File: src/rtl/noc_pkg.sv
// Shared types and constants for the PE-side flit injector.
package noc_pkg;

    localparam int FLIT_W    = 32;
    localparam int NODE_ID_W = 3;
    localparam int TS_WIDTH  = 16;
    localparam int SEQ_W     = 3;
    localparam int RATE_W    = 4;
    localparam int IDX_W     = 3;
    localparam int DST_SEQ_W = 8 * NODE_ID_W;

    // Flit layout from MSB down: destination, source, sequence, zero pad, timestamp.
    typedef struct packed {
        logic [NODE_ID_W-1:0]                            dst;
        logic [NODE_ID_W-1:0]                            src;
        logic [SEQ_W-1:0]                                seq;
        logic [FLIT_W-2*NODE_ID_W-SEQ_W-TS_WIDTH-1:0]    rsvd;
        logic [TS_WIDTH-1:0]                             ts;
    } flit_t;

    typedef enum logic [1:0] {
        ST_IDLE = 2'd0,
        ST_SEND = 2'd1,
        ST_GAP  = 2'd2,
        ST_DONE = 2'd3
    } inj_state_e;

    // Task configuration captured when a task starts.
    typedef struct packed {
        logic [SEQ_W-1:0]     send_num;
        logic [RATE_W-1:0]    rate;
        logic                 fixed_dst;
        logic [DST_SEQ_W-1:0] dst_seq;
    } inj_cfg_t;

    // Destination for the flit at destination-list position idx.
    function automatic logic [NODE_ID_W-1:0] pick_dst(input inj_cfg_t cfg, input logic [IDX_W-1:0] idx);
        logic [NODE_ID_W-1:0] d;
        d = cfg.dst_seq[NODE_ID_W*int'(idx) +: NODE_ID_W];
        if (cfg.fixed_dst) begin
            d = cfg.dst_seq[NODE_ID_W-1:0];
        end
        return d;
    endfunction

endpackage

File: src/rtl/inj_pacer.sv
// Inter-flit gap counter: loaded with the idle gap, counts down, and flags
// the last idle cycle so the FSM re-enters SEND exactly rate cycles later.
module inj_pacer
    import noc_pkg::*;
(
    input  logic              clk,
    input  logic              rst_n,
    input  logic              clear_i,
    input  logic              load_i,
    input  logic [RATE_W-1:0] rate_i,
    output logic              done_o
);

    logic [RATE_W-1:0] cnt_q;
    logic [RATE_W-1:0] cnt_d;

    // Next count: clear wins over load, load wins over the countdown.
    always_comb begin
        cnt_d = cnt_q;
        if (clear_i) begin
            cnt_d = '0;
        end else if (load_i) begin
            cnt_d = rate_i;
        end else if (cnt_q != '0) begin
            cnt_d = cnt_q - RATE_W'(1);
        end
    end

    // Counter register.
    always_ff @(posedge clk) begin
        if (!rst_n) begin
            cnt_q <= '0;
        end else begin
            cnt_q <= cnt_d;
        end
    end

    assign done_o = (cnt_q == RATE_W'(1));

endmodule

File: src/rtl/pe_flit_injector.sv
// Per-PE traffic source feeding one router LOCAL port. Emits a task of
// single-flit packets, paced by an idle gap, and raises a sticky finish flag.
module pe_flit_injector
    import noc_pkg::*;
#(
    parameter int                   DATA_WIDTH = FLIT_W,
    parameter logic [NODE_ID_W-1:0] MY_ID      = '0,
    parameter int                   TS_W       = TS_WIDTH
) (
    input  logic                  clk,
    input  logic                  rst_n,
    input  logic                  enable,
    input  logic                  flush,
    input  logic [3:0]            mode,
    input  logic [SEQ_W-1:0]      send_num,
    input  logic [RATE_W-1:0]     rate,
    input  logic [DST_SEQ_W-1:0]  dst_seq,
    input  logic                  full,
    output logic [DATA_WIDTH-1:0] data_p2r,
    output logic                  valid_p2r,
    output logic                  task_send_finish
);

    inj_state_e            state_q, state_d;
    inj_cfg_t              cfg_q, cfg_d, cfg_in;
    logic [SEQ_W-1:0]      sent_q, sent_d;
    logic [IDX_W-1:0]      idx_q, idx_d;
    logic [TS_W-1:0]       ts_q, ts_d;
    logic [DATA_WIDTH-1:0] data_q, data_d;
    logic                  valid_q, valid_d;
    logic                  finish_q, finish_d;
    logic                  xfer;
    logic                  last_flit;
    logic                  pace_load;
    logic                  pace_done;
    logic                  unused_mode;

    // mode[3:1] is reserved and deliberately ignored.
    assign unused_mode = ^mode[3:1];
    assign cfg_in      = {send_num, rate, mode[0], dst_seq};
    assign xfer        = valid_q && !full;
    assign last_flit   = (({1'b0, sent_q} + (SEQ_W+1)'(1)) == {1'b0, cfg_q.send_num});
    // A freshly built flit carries the counter value of the cycle it first appears in.
    assign ts_d        = ts_q + TS_W'(1);

    function automatic logic [DATA_WIDTH-1:0] build_flit(
        input logic [NODE_ID_W-1:0] dst,
        input logic [SEQ_W-1:0]     seq,
        input logic [TS_W-1:0]      ts
    );
        logic [DATA_WIDTH-1:0] f;
        f = '0;
        f[DATA_WIDTH-1 -: NODE_ID_W]             = dst;
        f[DATA_WIDTH-1-NODE_ID_W -: NODE_ID_W]   = MY_ID;
        f[DATA_WIDTH-1-2*NODE_ID_W -: SEQ_W]     = seq;
        f[TS_W-1:0]                              = ts;
        return f;
    endfunction

    inj_pacer u_pacer (
        .clk     (clk),
        .rst_n   (rst_n),
        .clear_i (flush),
        .load_i  (pace_load),
        .rate_i  (cfg_q.rate),
        .done_o  (pace_done)
    );

    // State register.
    always_ff @(posedge clk) begin
        if (!rst_n) begin
            state_q <= ST_IDLE;
        end else begin
            state_q <= state_d;
        end
    end

    // Next-state logic; flush overrides every transition.
    always_comb begin
        state_d = state_q;
        case (state_q)
            ST_IDLE: begin
                if (enable) begin
                    state_d = (send_num == '0) ? ST_DONE : ST_SEND;
                end
            end
            ST_SEND: begin
                if (xfer) begin
                    if (last_flit) begin
                        state_d = ST_DONE;
                    end else if (cfg_q.rate != '0) begin
                        state_d = ST_GAP;
                    end
                end
            end
            ST_GAP: begin
                if (pace_done) begin
                    state_d = ST_SEND;
                end
            end
            ST_DONE: state_d = ST_DONE;
            default: state_d = ST_IDLE;
        endcase
        if (flush) begin
            state_d = ST_IDLE;
        end
    end

    // Output and datapath next values: flit build, counters, finish flag.
    always_comb begin
        cfg_d     = cfg_q;
        sent_d    = sent_q;
        idx_d     = idx_q;
        valid_d   = valid_q;
        data_d    = data_q;
        finish_d  = finish_q;
        pace_load = 1'b0;
        case (state_q)
            ST_IDLE: begin
                if (enable) begin
                    cfg_d  = cfg_in;
                    sent_d = '0;
                    idx_d  = '0;
                    if (send_num != '0) begin
                        valid_d = 1'b1;
                        data_d  = build_flit(pick_dst(cfg_in, '0), '0, ts_d);
                    end else begin
                        finish_d = 1'b1;
                    end
                end
            end
            ST_SEND: begin
                if (xfer) begin
                    sent_d = sent_q + SEQ_W'(1);
                    idx_d  = idx_q + IDX_W'(1);
                    if (last_flit) begin
                        valid_d  = 1'b0;
                        data_d   = '0;
                        finish_d = 1'b1;
                    end else if (cfg_q.rate == '0) begin
                        data_d = build_flit(pick_dst(cfg_q, idx_d), sent_d, ts_d);
                    end else begin
                        valid_d   = 1'b0;
                        data_d    = '0;
                        pace_load = 1'b1;
                    end
                end
            end
            ST_GAP: begin
                if (pace_done) begin
                    valid_d = 1'b1;
                    data_d  = build_flit(pick_dst(cfg_q, idx_q), sent_q, ts_d);
                end
            end
            ST_DONE: finish_d = 1'b1;
            default: ;
        endcase
        // A flit in flight is dropped; flush also beats a same-cycle transfer.
        if (flush) begin
            cfg_d     = '0;
            sent_d    = '0;
            idx_d     = '0;
            valid_d   = 1'b0;
            data_d    = '0;
            finish_d  = 1'b0;
            pace_load = 1'b0;
        end
    end

    // Datapath and output registers.
    always_ff @(posedge clk) begin
        if (!rst_n) begin
            cfg_q    <= '0;
            sent_q   <= '0;
            idx_q    <= '0;
            valid_q  <= 1'b0;
            data_q   <= '0;
            finish_q <= 1'b0;
        end else begin
            cfg_q    <= cfg_d;
            sent_q   <= sent_d;
            idx_q    <= idx_d;
            valid_q  <= valid_d;
            data_q   <= data_d;
            finish_q <= finish_d;
        end
    end

    // Free-running timestamp counter; only reset clears it, flush does not.
    always_ff @(posedge clk) begin
        if (!rst_n) begin
            ts_q <= '0;
        end else begin
            ts_q <= ts_d;
        end
    end

    assign data_p2r         = data_q;
    assign valid_p2r        = valid_q;
    assign task_send_finish = finish_q;

endmodule

File: config.mk
export PLATFORM = sky130hd
export DESIGN_NAME = pe_flit_injector
export DESIGN_NICKNAME = d
export VERILOG_FILES = /design/src/rtl/noc_pkg.sv /design/src/rtl/inj_pacer.sv /design/src/rtl/pe_flit_injector.sv
export SDC_FILE = /design/constraint.sdc
export NUM_CORES = 1
export LEC_CHECK = 0
export CAP_MARGIN = 20
export CELL_PAD_IN_SITES_DETAIL_PLACEMENT = 1
export CELL_PAD_IN_SITES_GLOBAL_PLACEMENT = 1
export CORE_ASPECT_RATIO = 0.5
export CORE_MARGIN = 2
export CORE_UTILIZATION = 36
export CTS_CLUSTER_DIAMETER = 50
export DETAILED_ROUTE_END_ITERATION = 7
export GPL_TIMING_DRIVEN = 0
export PLACE_DENSITY_LB_ADDON = 0.08
export SETUP_SLACK_MARGIN = 0.5
export SYNTH_ARGS = -nofsm -noshare
export SYNTH_HDL_FRONTEND = slang
export SYNTH_SLANG_ARGS = --single-unit
File: constraint.sdc
create_clock -name clk -period 2 [get_ports clk]
set_input_delay 0.3 -clock clk [delete_from_list [all_inputs] [get_ports clk]]
set_output_delay 0.3 -clock clk [all_outputs]
set_load 0.01 [all_outputs]
**Word-level counts from Yosys, hierarchy flattened**

Cells that the tools add are included.

- Register bits after elaboration: 94
- Bits in latches: 0
- Bits in writable memories: 0
- ROM bits: 0
- Input bits: 40
- Output and inout bits: 34
- Word-level logic and storage cells: 94
- Memories kept: 0

- $add $sub $neg: 5
- $mul: 2
- Div/mod/pow operators: 0
- $lt $le $gt $ge: 0
- Equality and inequality tests: 13
- Shift operators: 2
- Muxes and demuxes: 40
- Bitwise operators: 1
- Reductions and logical operators: 19

Operators by type and width:

| kind | number |
|---|---|
| $mux W32 | 6 |
| $pmux W32 S3 | 1 |
| $shiftx A24 B6 Y3 | 2 |
| $add A16 B1 Y16 const B | 1 |
| $mux W1 | 15 |
| $mux W3 | 5 |
| $mux W2 | 6 |
| $ne A2 B2 Y1 const B | 6 |
| $pmux W3 S2 | 2 |
| $mul A2 B3 Y5 const A | 2 |
| $reduce_and A5 Y1 | 2 |
| $reduce_bool A3 Y1 | 3 |
| $mux W4 | 2 |
| $pmux W2 S4 | 1 |
| $reduce_bool A4 Y1 | 2 |
| $add A3 B1 Y3 const B | 2 |
| $ne A3 B3 Y1 const B | 2 |
| $pmux W1 S3 | 2 |
| $reduce_and A6 Y1 | 1 |
| $add A3 B1 Y4 const B | 1 |
| $eq A2 B2 Y1 const B | 2 |
| $eq A4 B1 Y1 const B | 1 |
| $eq A4 B3 Y1 | 1 |
| $logic_not A4 Y1 | 1 |
| 12 further kinds | 13 |

**Logic depth before layout (Yosys ltp)**

- Depth after elaboration: 8
- Gate-level depth with buffers: 9
- Gate-level depth less buffers: 7

**Hierarchy**

From an unflattened synthesis, not the netlist that was laid out.

- Cell total of the unflattened synthesis: 488
- Area total of the unflattened synthesis: 4216.5 um^2

By module, submodules not included:

| module | instances | cells each | area each (um^2) |
|---|---|---|---|
| pe_flit_injector | 1 | 461 | 3968.8 |
| inj_pacer | 1 | 27 | 247.7 |

**Least setup slack after synthesis**

Ideal clock, no wire load.

- Path type: reg2reg
- Start point: register idx_q[0]
- End point: register data_q[30], in the netlist data_p2r[30]
- Setup time: 0.080 ns
- Arrival time: 1.987 ns
- Path slack: -0.067 ns
- Stages on the path, launching flop included: 7
- Clock period less this slack: 2.067 ns
- Cell sequence: dfxtp_1 > ha_1 > xnor2_1 > mux4_2 > a2111oi_2 > a31oi_1 > a211oi_2

- Cells in the longest elaborated chain, start to end: 8

Ends and longest elaborated chain:

| what | RTL line | text |
|---|---|---|
| start: declaration | pe_flit_injector.sv:27 | `logic [IDX_W-1:0] idx_q, idx_d;` |
| start signal: assignment | pe_flit_injector.sv:182 | `idx_q <= idx_d;` |
| $add A3 B1 Y3 | pe_flit_injector.sv:135 | `idx_d = idx_q + IDX_W'(1);` |
| $mul A2 B3 Y5 | noc_pkg.sv:39 | `d = cfg.dst_seq[NODE_ID_W*int'(idx) +: NODE_ID_W];` |
| $shiftx A24 B6 Y3 | noc_pkg.sv:39 |  |
| $mux W3 | noc_pkg.sv:40 | `if (cfg.fixed_dst) begin` |
| $mux W32 | pe_flit_injector.sv:140 | `end else if (cfg_q.rate == '0) begin` |
| $mux W32 | pe_flit_injector.sv:136 | `if (last_flit) begin` |
| $mux W32 | pe_flit_injector.sv:133 | `if (xfer) begin` |
| $pmux W32 S3 (*) | pe_flit_injector.sv:118 | `case (state_q)` |
| end signal: assignment | pe_flit_injector.sv:184 | `data_q <= data_d;` |
| end: declaration | pe_flit_injector.sv:29 | `logic [DATA_WIDTH-1:0] data_q, data_d;` |

Mark *: on every way between the ends. The rest lies on a longest branch, timed or not. The select of a mux whose other input is x is not followed.
A chain may end at the register's enable or synchronous reset.

**Worst setup path after layout**

- Start point: register idx_q[0]
- End point: register data_q[31], in the netlist data_p2r[31]

The elaborated chain is that of the path after synthesis.

==> metrics.cfg <==
[status]
status = finished with violations
violations = setup timing

[floorplanning]
start_util_pct = 37.4
dieArea_mm2 = 0.0125
die_x_um = 156
die_y_um = 80.1
rows = 27
core_area_mm2 = 0.0111
pin_count = 74

[clock_network]
cts-root-buf = clkbuf_16
worst_skew_pair.late_latency_ns = 0.35
clkSlewWorstSetupHoldPaths_ns = 0.07
cts_tree = built
cts.sinks = 84
cts_buffers = 9
htreeDepth = 3
cts.path.max_buffers = 2
cts_hold_buffers = 0

[placed_design]
hpwlAfterDp_mm = 9.07
gp_congestion = 0.853
port_buffers = 60
dp_slack_ns = -0.238
placed_area_mm2 = 0.00523

[global_route]
antenna_found_initial = 0
grt_pass1_vias = 4147
grt-ovfl-total = 0
grt_max_degree = 14
grt_use_total_pct = 24.0
grt_pass1_wl_mm = 22.8

[route]
vias = 4239
dr.pass1.iters = 4
met3_length_um = 721
initialDrtViolationCount = 186
wirelength_met1_mm = 7.57
drc_errors = 0
dr.max_layer_used = met4
antenna_left = 0
routedWlPerCell_um = 21.9
routed-wl-met2_mm = 8.15
vias_per_cell = 5.48
routed_wl_mm = 16.9

[final_layout]
multi_input_area_mm2 = 0.00324
final_common_cell = dfxtp_1
fillCellCount = 1142
drive_gt1_share_pct = 45.4
area.sequential_mm2 = 0.00171
areaGrowthSynthToFinish_pct = 70.4
diodes = 0
nets = 675
fin_area_mm2 = 0.00711
final_cell_mix = dfxtp_1, nand2_1, a21oi_2

[sta]
finalHoldViolations = 0
tns_ns = -0.0912
max_freq_mhz = 483
slew-limit-headroom_pct = 57.9
period_share_pct = 104
skew_ns = 0.00913
setup_viol = 2
setup_ws_ns = -0.0703
worst_pin_slew_ns = 0.632
maxSlewViolCount = 0
finalCriticalPeriod_ns = 2.07
grt_setup_unrepaired = true

[yosys]
ys_ff_latch = 84
syn-cell-area_mm2 = 0.00417
synth_warnings = 0
yosysSeqAreaShare_pct = 40.3
ys_async_sr_fraction_pct = 0
ys_types = 52
postSynthAreaPerCell_um2 = 8.53
synthCells = 489
synth-main-ff-cell = dfxtp_1
synth_edf_count = 0

[power_and_ir_drop]
p_sw_uw = 1510
power.internal_uw = 3570
leakage_uw = 0.00282
switching_share_pct = 29.7
p_clk_share_pct = 36.5
seqPwrFrac_pct = 35.7
p_per_area_mw_per_mm2 = 715
combPwrFrac_pct = 27.9
irDropWorstVdd_uv = 363

[critical_path]
rrSetupSlack_ns = -0.07
worst-r2r-cell-count = 5
critical_path_class = register to register
crit_arrival_ns = 2.30
critPathMaxFanout = 8
worstPathRequired_ns = 2.23
cp-end-kind = register
worstSetupStartpointType = register

[min_path]
worstHoldPathType = input port to register
holdPathStages = 2

[job]
drv_cap = 0

## layer usage
layer / GRT usage (%) / up-vias
met5: 0 / -
met4: 9.36 / 0
met3: 4.59 / 38
met2: 40.1 / 130
met1: 31.1 / 2105
li1: - / 1966
## synth_stat cells (9+ instances only)
| cell type | count | share of area (%) |
|---|---|---|
| xor2_1 | 10 | 2.1 |
| buf_2 | 9 | 1.1 |
| nand3_1 | 15 | 1.8 |
| o21ai_0 | 12 | 1.4 |
| nor2_1 | 19 | 1.7 |
| nor2b_1 | 10 | 1.5 |
| and2_1 | 12 | 1.8 |
| buf_4 | 10 | 1.8 |
| ha_1 | 11 | 3.3 |
| mux2i_1 | 14 | 3.4 |
| inv_1 | 12 | 1.1 |
| nand2_1 | 91 | 8.2 |
| o211ai_1 | 12 | 2.2 |
| nor3_1 | 10 | 1.2 |
| a21oi_1 | 53 | 6.4 |
| dfxtp_1 | 84 | 40 |
| clkbuf_1 | 22 | 2.0 |
## metrics by stage
| stage | utilization [%] | total power [µW] | hold WS [ns] | cells |
|---|---|---|---|---|
| 5_1_grt | 63.8 | 5260 | 0.421 | 773 |
| 3_5_place_dp | 46.9 | 2680 | 0.444 | 703 |
| 6_report | 63.8 | 5080 | 0.407 | 773 |
| 4_1_cts | 56.3 | 4790 | 0.455 | 759 |
| 2_1_floorplan | - | 2390 | 0.427 | 498 |
| 3_3_place_gp | 46.9 | 2660 | 0.440 | 703 |
## final cells by class
| class | instances | area share [%] |
|---|---|---|
| multi-input cells | 361 | 45.5 |
| inverters | 12 | 0.915 |
| flip-flops and latches | 84 | 24.1 |
| repair buffers | 114 | 16.5 |
| plain buffers | 42 | 5.86 |
| clock buffers | 11 | 3.55 |
| clock inverters | 4 | 1.02 |
| well taps | 145 | 2.55 |
## cells by family after synthesis
logic type               Yosys count  share of synthesized area (%)
XOR/XNOR                          19                           4.35
AND/OR/NAND/NOR                  183                           20.4
AO/OA/AOI/OAI                    114                           17.6
flip-flops                        84                           40.3
multiplexers                      23                           7.95
other                              1                         0.0899
buffers and inverters             54                           6.03
adder cells (fa/ha/maj)           11                           3.30
## state kept, by name, indices dropped and copies added (netlist names)
signal,flops
state_q,2
ts_q,16
data_p2r,22
u_pacer.cnt_q,4
valid_p2r,1
idx_q,3
cfg_q,32
sent_q,3
task_send_finish,1
## worst max-delay path, stage by stage, from the launching register on
cell,delay (ns)
dfxtp_2,0.37
buf_6,0.16
mux4_2,0.55
a221oi_2,0.38
o211ai_1,0.15
o311a_1,0.35
## power by group through the flow
| stage | Clock [µW] | Combinational, µW | Sequential, µW |
|---|---|---|---|
| 6_report | 1850 | 1420 | 1810 |
| 5_1_grt | 1940 | 1500 | 1820 |
| 4_1_cts | 1870 | 1120 | 1800 |
| 3_5_place_dp | 0 | 837 | 1840 |
| 3_3_place_gp | 0 | 818 | 1840 |
| 2_1_floorplan | 0 | 566 | 1830 |
## path summary, 6_finish.rpt
path	from	end
hold reg to reg	data_p2r[7]	data_p2r[7]
hold / removal	rst_n	ts_q[13]
setup / recovery	idx_q[0]	data_p2r[31]
setup reg to reg	idx_q[0]	data_p2r[31]
## what timing repair did
action                     in CTS  in global routing
setup buffers                  35                 11
cloned                          6                  3
setup endpoints to repair      91                 75
pin swaps                      36                 50
gates resized for setup       129                184
(Power assumes the default switching activity.)
==> RTL edit 1 (config.mk and constraints unchanged) <==
Encoding of `inj_state_e`: now Gray code (2 bits for 4 states).
--- a/src/rtl/noc_pkg.sv
+++ b/src/rtl/noc_pkg.sv
@@ -20,8 +20,8 @@
 
     typedef enum logic [1:0] {
-        ST_IDLE = 2'd0,
-        ST_SEND = 2'd1,
-        ST_GAP  = 2'd2,
-        ST_DONE = 2'd3
+        ST_IDLE = 2'b00,
+        ST_SEND = 2'b01,
+        ST_GAP  = 2'b11,
+        ST_DONE = 2'b10
     } inj_state_e;
 
Behaviour: no difference found for any inputs over 4 cycles, from zero or initial values and one cycle with rst_n low; so few cycles prove little.
==> RTL edit 1 against the unedited design <==
Core utilization shrank 6.0 points. Critical path depth grew 5. Final area fell by 9.1%. Via count is 2.4% lower. Routed wire length is 11% lower. Die area grew 0.78%. Sequential cell count unchanged. Setup slack better by 93 ps. Synthesized area grew 0.81%. Power down 4.4%. First-iteration DRC count is 35% lower. Critical endpoint is now data_p2r[2]. Largest cell class unchanged.
==> RTL edit 1: results (changes against the unedited design) <==
result of the run - complete, no violations (was finished with violations)
Avg Inst Size Synth - 8.50 um^2 (was 8.53 um^2)
Initial DRC Count - 120 (was 186)
count of buffers inserted at the top-level ports - 60 (unchanged)
H-tree Lvls - 3 (unchanged)
number of warnings reported in the yosys synthesis log - 0 (unchanged)
clock network latency to the later pin of the worst-skew pair - 340 ps
Critical Path Fanout Max - 6 (was 8)
initial antenna violation count - 0 (unchanged)
Fin Clk Skew - 5.18 ps (was 9.13 ps)
clock tree root buffer cell - clkbuf_16 (unchanged)
instance count after placement with tap cells included - 723 (was 703)
maximum number of pins on one net before global-route repair - 13 (was 14)
power spent charging and discharging nets - 1.46 mW (was 1.51 mW)
number of CTS-inserted buffers - 9 (unchanged)
Netlist cell types - 50 (was 52)
fraction of the yosys area taken by sequential cells - 40.0% (was 40.3%)
fillcell total - 1273 (was 1142)
number of nets in the layout - 682 (was 675)
flip-flop count of the largest register, all copies and words added - 32 (unchanged)
worst min-delay path class - reg2reg (was in2reg)
family of cells with the greatest summed delay on the critical path - buffers and inverters (was compound AO/OA/AOI/OAI gates)
sort of element at the end of the critical path - register (unchanged)
stage delay of the slowest cell on the critical path - 330 ps (was 550 ps)
antenna diode count - 0 (unchanged)
leakage - 2.57 nW (was 2.82 nW)
via count of the first global-routing pass - 4060 (was 4147)
Bufs on Longest Clock Path - 2 (unchanged)
number of buffers inserted by hold repair at cts - 0 (unchanged)
global-route total usage across every layer - 22.7% (was 24.0%)
number of non-filler instances in the completed layout - 794 (was 773)
Biggest register - cfg_q (unchanged)
Max rail drop VDD - 353 uV (was 363 uV)
headroom to the max-slew limit - 58.7% (was 57.9%)
top area cells in the synthesized netlist - dfxtp_1, nand2_1, a21oi_1 (unchanged)
flip-flop cell with the highest count after synthesis - dfxtp_1 (unchanged)
placed wire-length estimate - 8.98 mm (was 9.07 mm)
critical path data arrival time - 2250 ps (was 2300 ps)
global-route wire length before repair - 21.6 mm (was 22.8 mm)
fraction of final layout cells sized beyond drive strength 1 - 30.1% (was 45.4%)
RePlAce Congestion - 0.816 (was 0.853)
top cells by count, synth - nand2_1, dfxtp_1, a21oi_1 (unchanged)
detailed-route wire length per cell - 18.9 um (was 21.9 um)
library cell contributing the largest single delay on the critical path - dfxtp_2 (was mux4_2)
ratio of routed vias to standard cells - 5.21 (was 5.48)
-- RTL edit 1: cell types whose count changed in the layout (fill, tap and decap cells not counted), sizes merged, moves of 3 or more --
cell / delta
a211oi: -6
nor3b: -4
a31oi: +6
o21ai: +6
and3: +6
nand3: +4
mux2i: +5
o311a: -3
nor3: -4
nand4: +4
-- RTL edit 1: cells by family (layout without fill, tap and decap cells) --
family | Yosys count | count (layout) | synth area share (%)
xor+xnor | 18 | 18 | 4.58
flops | 84 | 84 | 40.0
simple gates | 191 | 191 | 21.5
mux | 25 | 25 | 7.73
other cells | 1 | 10 | 0.0891
buf+inv | 48 | 179 | 5.47
compound gates | 117 | 117 | 17.3
fa+ha+maj | 11 | 11 | 3.27
-- RTL edit 1: stage by stage --
stage	power, mW	setup WS [ps]	util, %	instance area [um^2]
CTS	4.68	144	54.3	6070
global placement	2.73	-343	46.3	5180
finish	4.86	23.1	57.8	6460
detailed placement	2.74	-373	46.3	5180
floorplan	2.43	298	-	4380
global route	5.06	-61.8	57.8	6460
-- RTL edit 1: repair_timing --
item	CTS	global route
pin swaps	19	22
resized for setup	106	70
endpoints found under the setup margin	97	74
buffers inserted	39	14
gates cloned	1	2
-- RTL edit 1: cell type report --
type	count	area, um^2	share of cell area, %
repair buffers	116	1080	16.8
well taps	159	199	3.08
clock buffers	14	284	4.40
multi-input cells	372	2810	43.5
inverters	10	47.5	0.736
flip-flops and latches	84	1710	26.5
clock inverters	1	5.00	0.0775
plain buffers	38	322	4.98
-- RTL edit 1: metal layers --
layer / part of all wire, % / wire, um / GRT usage, % / vias up
met5: 0 / 0 / 0 / -
met4: 1.2 / 177 / 8.35 / 0
met3: 4.3 / 649 / 4.75 / 12
met2: 51 / 7650 / 40.4 / 111
met1: 44 / 6530 / 27.3 / 2022
li1: - / - / - / 1993
-- RTL edit 1: path summary, 6_finish.rpt --
path,cells after the start,slack [ps],startpoint,endpoint
worst max-delay path,10,20,u_pacer.cnt_q[1],data_p2r[2]
worst min register to register,2,450,data_p2r[10],data_p2r[10]
worst max register to register,10,20,u_pacer.cnt_q[1],data_p2r[2]
worst min-delay path,2,450,data_p2r[10],data_p2r[10]
-- RTL edit 1: power groups by stage --
stage	sequential [mW]	clock [mW]	combinational [mW]
6_report	1.83	1.64	1.38
5_1_grt	1.84	1.74	1.49
4_1_cts	1.82	1.67	1.19
3_5_place_dp	1.86	0	0.883
3_3_place_gp	1.85	0	0.874
2_1_floorplan	1.84	0	0.585
-- RTL edit 1: worst reg2reg max path, cell delays in order (launching register included) --
cell	delay, ps
dfxtp_2	330
inv_2	70
ha_4	120
nor3b_4	290
o221ai_4	190
buf_6	150
nor2_4	190
buf_8	190
buf_6	130
o211ai_1	100
a21oi_1	140
==> RTL edit 2 (config.mk and constraints unchanged) <==
Made on the original files. `RATE_W`: 4 -> 3.
--- a/src/rtl/noc_pkg.sv
+++ b/src/rtl/noc_pkg.sv
@@ -6,5 +6,5 @@
     localparam int TS_WIDTH  = 16;
     localparam int SEQ_W     = 3;
-    localparam int RATE_W    = 4;
+    localparam int RATE_W    = 3;
     localparam int IDX_W     = 3;
     localparam int DST_SEQ_W = 8 * NODE_ID_W;
Interface: changed (resized rate); port bits go from 74 to 73. The function was not compared with the original's and may differ.
==> RTL edit 2 against the unedited design <==
Sequential cell count down 2. Synthesized cell count decreased by 5.9%. Largest cell class unchanged. Routed wire length fell by 28%. Setup slack better by 240 ps. Final area decreased by 18%. Synthesized area down 3.9%.
Power is not compared: it rests on default switching activity, and its combinational part moved more than twofold at a synthesized area within 25%.
==> RTL edit 2: results (changes against the unedited design) <==
fraction of final layout cells sized beyond drive strength 1 - 26.9% (was 45.4%)
global-route wire length before repair - 19.0 mm (was 22.8 mm)
fraction of the yosys area taken by sequential cells - 40.9% (was 40.3%)
critical path data arrival time - 2090 ps (was 2300 ps)
clock network latency to the later pin of the worst-skew pair - 340 ps
Setup WS pre-CTS - -315 ps (was -238 ps)
Critical Path Fanout Max - 7 (was 8)
ratio of routed vias to standard cells - 5.17 (was 5.48)
leakage - 2.22 nW
result of the run - complete, no violations (was finished with violations)
number of non-filler instances in the completed layout - 717 (was 773)
count of buffers inserted at the top-level ports - 59 (was 60)
global-route total usage across every layer - 20.3% (was 24.0%)
placed wire-length estimate - 8.26 mm (was 9.07 mm)
flip-flop cell with the highest count after synthesis - dfxtp_1 (unchanged)
RePlAce Congestion - 0.832 (was 0.853)
TritonRoute pass-1 iters - 4 (unchanged)
antenna diode count - 0 (unchanged)
library cell contributing the largest single delay on the critical path - dfxtp_4 (was mux4_2)
number of CTS-inserted buffers - 9 (unchanged)
initial antenna violation count - 0 (unchanged)
instance count after placement with tap cells included - 673 (was 703)
Netlist cell types - 55 (was 52)
top cells by count, synth - nand2_1, dfxtp_1, a21oi_1 (unchanged)
worst min-delay path class - in2reg (unchanged)
stage delay of the slowest cell on the critical path - 360 ps (was 550 ps)
number of DRC violations after detailed routing - 0 (unchanged)
Bufs on Longest Clock Path - 2 (unchanged)
Initial DRC Count - 125 (was 186)
number of nets in the layout - 617 (was 675)
clock tree root buffer cell - clkbuf_16 (unchanged)
async set-or-reset flop fraction in the synthesized netlist - 0% (unchanged)
routed wire length - 12.2 mm (was 16.9 mm)
top area cells in the synthesized netlist - dfxtp_1, nand2_1, a21oi_1 (unchanged)
Clock transition at path regs - 60 ps
Fin Clk Skew - 6.17 ps (was 9.13 ps)
flip-flop count of the largest register, all copies and words added - 31 (was 32)
number of warnings reported in the yosys synthesis log - 0 (unchanged)
Biggest register - cfg_q (unchanged)
H-tree Lvls - 3 (unchanged)
Syn Inst Count - 460 (was 489)
via count of the first global-routing pass - 3725 (was 4147)
fillcell total - 1278 (was 1142)
maximum number of pins on one net before global-route repair - 15 (was 14)
-- RTL edit 2: changes by cell type in the layout (fill, tap and decap cells not counted), sizes merged, moves of 5 or more --
cell    delta
o31ai      -8
a21oi      -5
nor2b      +6
buf       -29
clkbuf     -5
nand3      -5
mux2i      -5
o21ai     +10
nor3b      -6
inv        -6
-- RTL edit 2: area by class of cell --
| type | instances | share of cell area, % |
|---|---|---|
| clock buffer | 11 | 4.33 |
| buffer | 34 | 4.81 |
| multi-input combinational | 346 | 43.2 |
| tap | 145 | 3.11 |
| sequential | 82 | 28.6 |
| timing repair buffer | 87 | 14.2 |
| inverter | 7 | 0.644 |
| clock inverter | 5 | 1.07 |
-- RTL edit 2: what timing repair did --
action,in CTS,in global routing
setup endpoints to repair,91,71
gates resized for setup,84,52
pin swaps,33,20
gates cloned,1,0
buffers inserted,19,8
-- RTL edit 2: final timing paths --
path | slack (ps) | endpoint | cells after the start | startpoint
max | 170 | data_p2r[31] | 8 | state_q[1]
min | 430 | ts_q[0] | 2 | rst_n
max reg2reg | 170 | data_p2r[31] | 8 | state_q[1]
min reg2reg | 450 | data_p2r[14] | 2 | data_p2r[14]
-- RTL edit 2: per-stage QoR --
step | cell area, um^2 | utilization (%)
finish | 5830 | 53.4
global route | 5830 | 53.4
CTS | 5610 | 51.4
detailed placement | 4940 | 45.2
global placement | 4940 | 45.2
floorplan | 4170 | -
-- RTL edit 2: cells by family (layout without fill, tap and decap cells) --
family                   count (synthesis)  count (layout)  synth area share [%]
other                                    1              10                0.0935
buffers and inverters                   41             144                  5.15
flip-flops                              82              82                  40.9
XOR/XNOR                                18              18                  4.52
multiplexers                            19              19                  7.68
AO/OA/AOI/OAI                          110             110                  17.8
AND/OR/NAND/NOR                        178             178                  20.4
adder cells (fa/ha/maj)                 11              11                  3.43
-- RTL edit 2: metal layers --
layer	global-route usage [%]	vias up	wire length (um)
met3	4.86	22	561
li1	-	1824	-
met2	35.5	93	5860
met4	5.65	0	181
met5	0	-	0
met1	25.1	1769	5550
-- RTL edit 2: report_power, final --
group,internal [mW],switching (mW),total [mW]
sequential,1.67,0.0401,1.71
combinational,0.330,0.357,0.687
clock,1.04,0.693,1.73
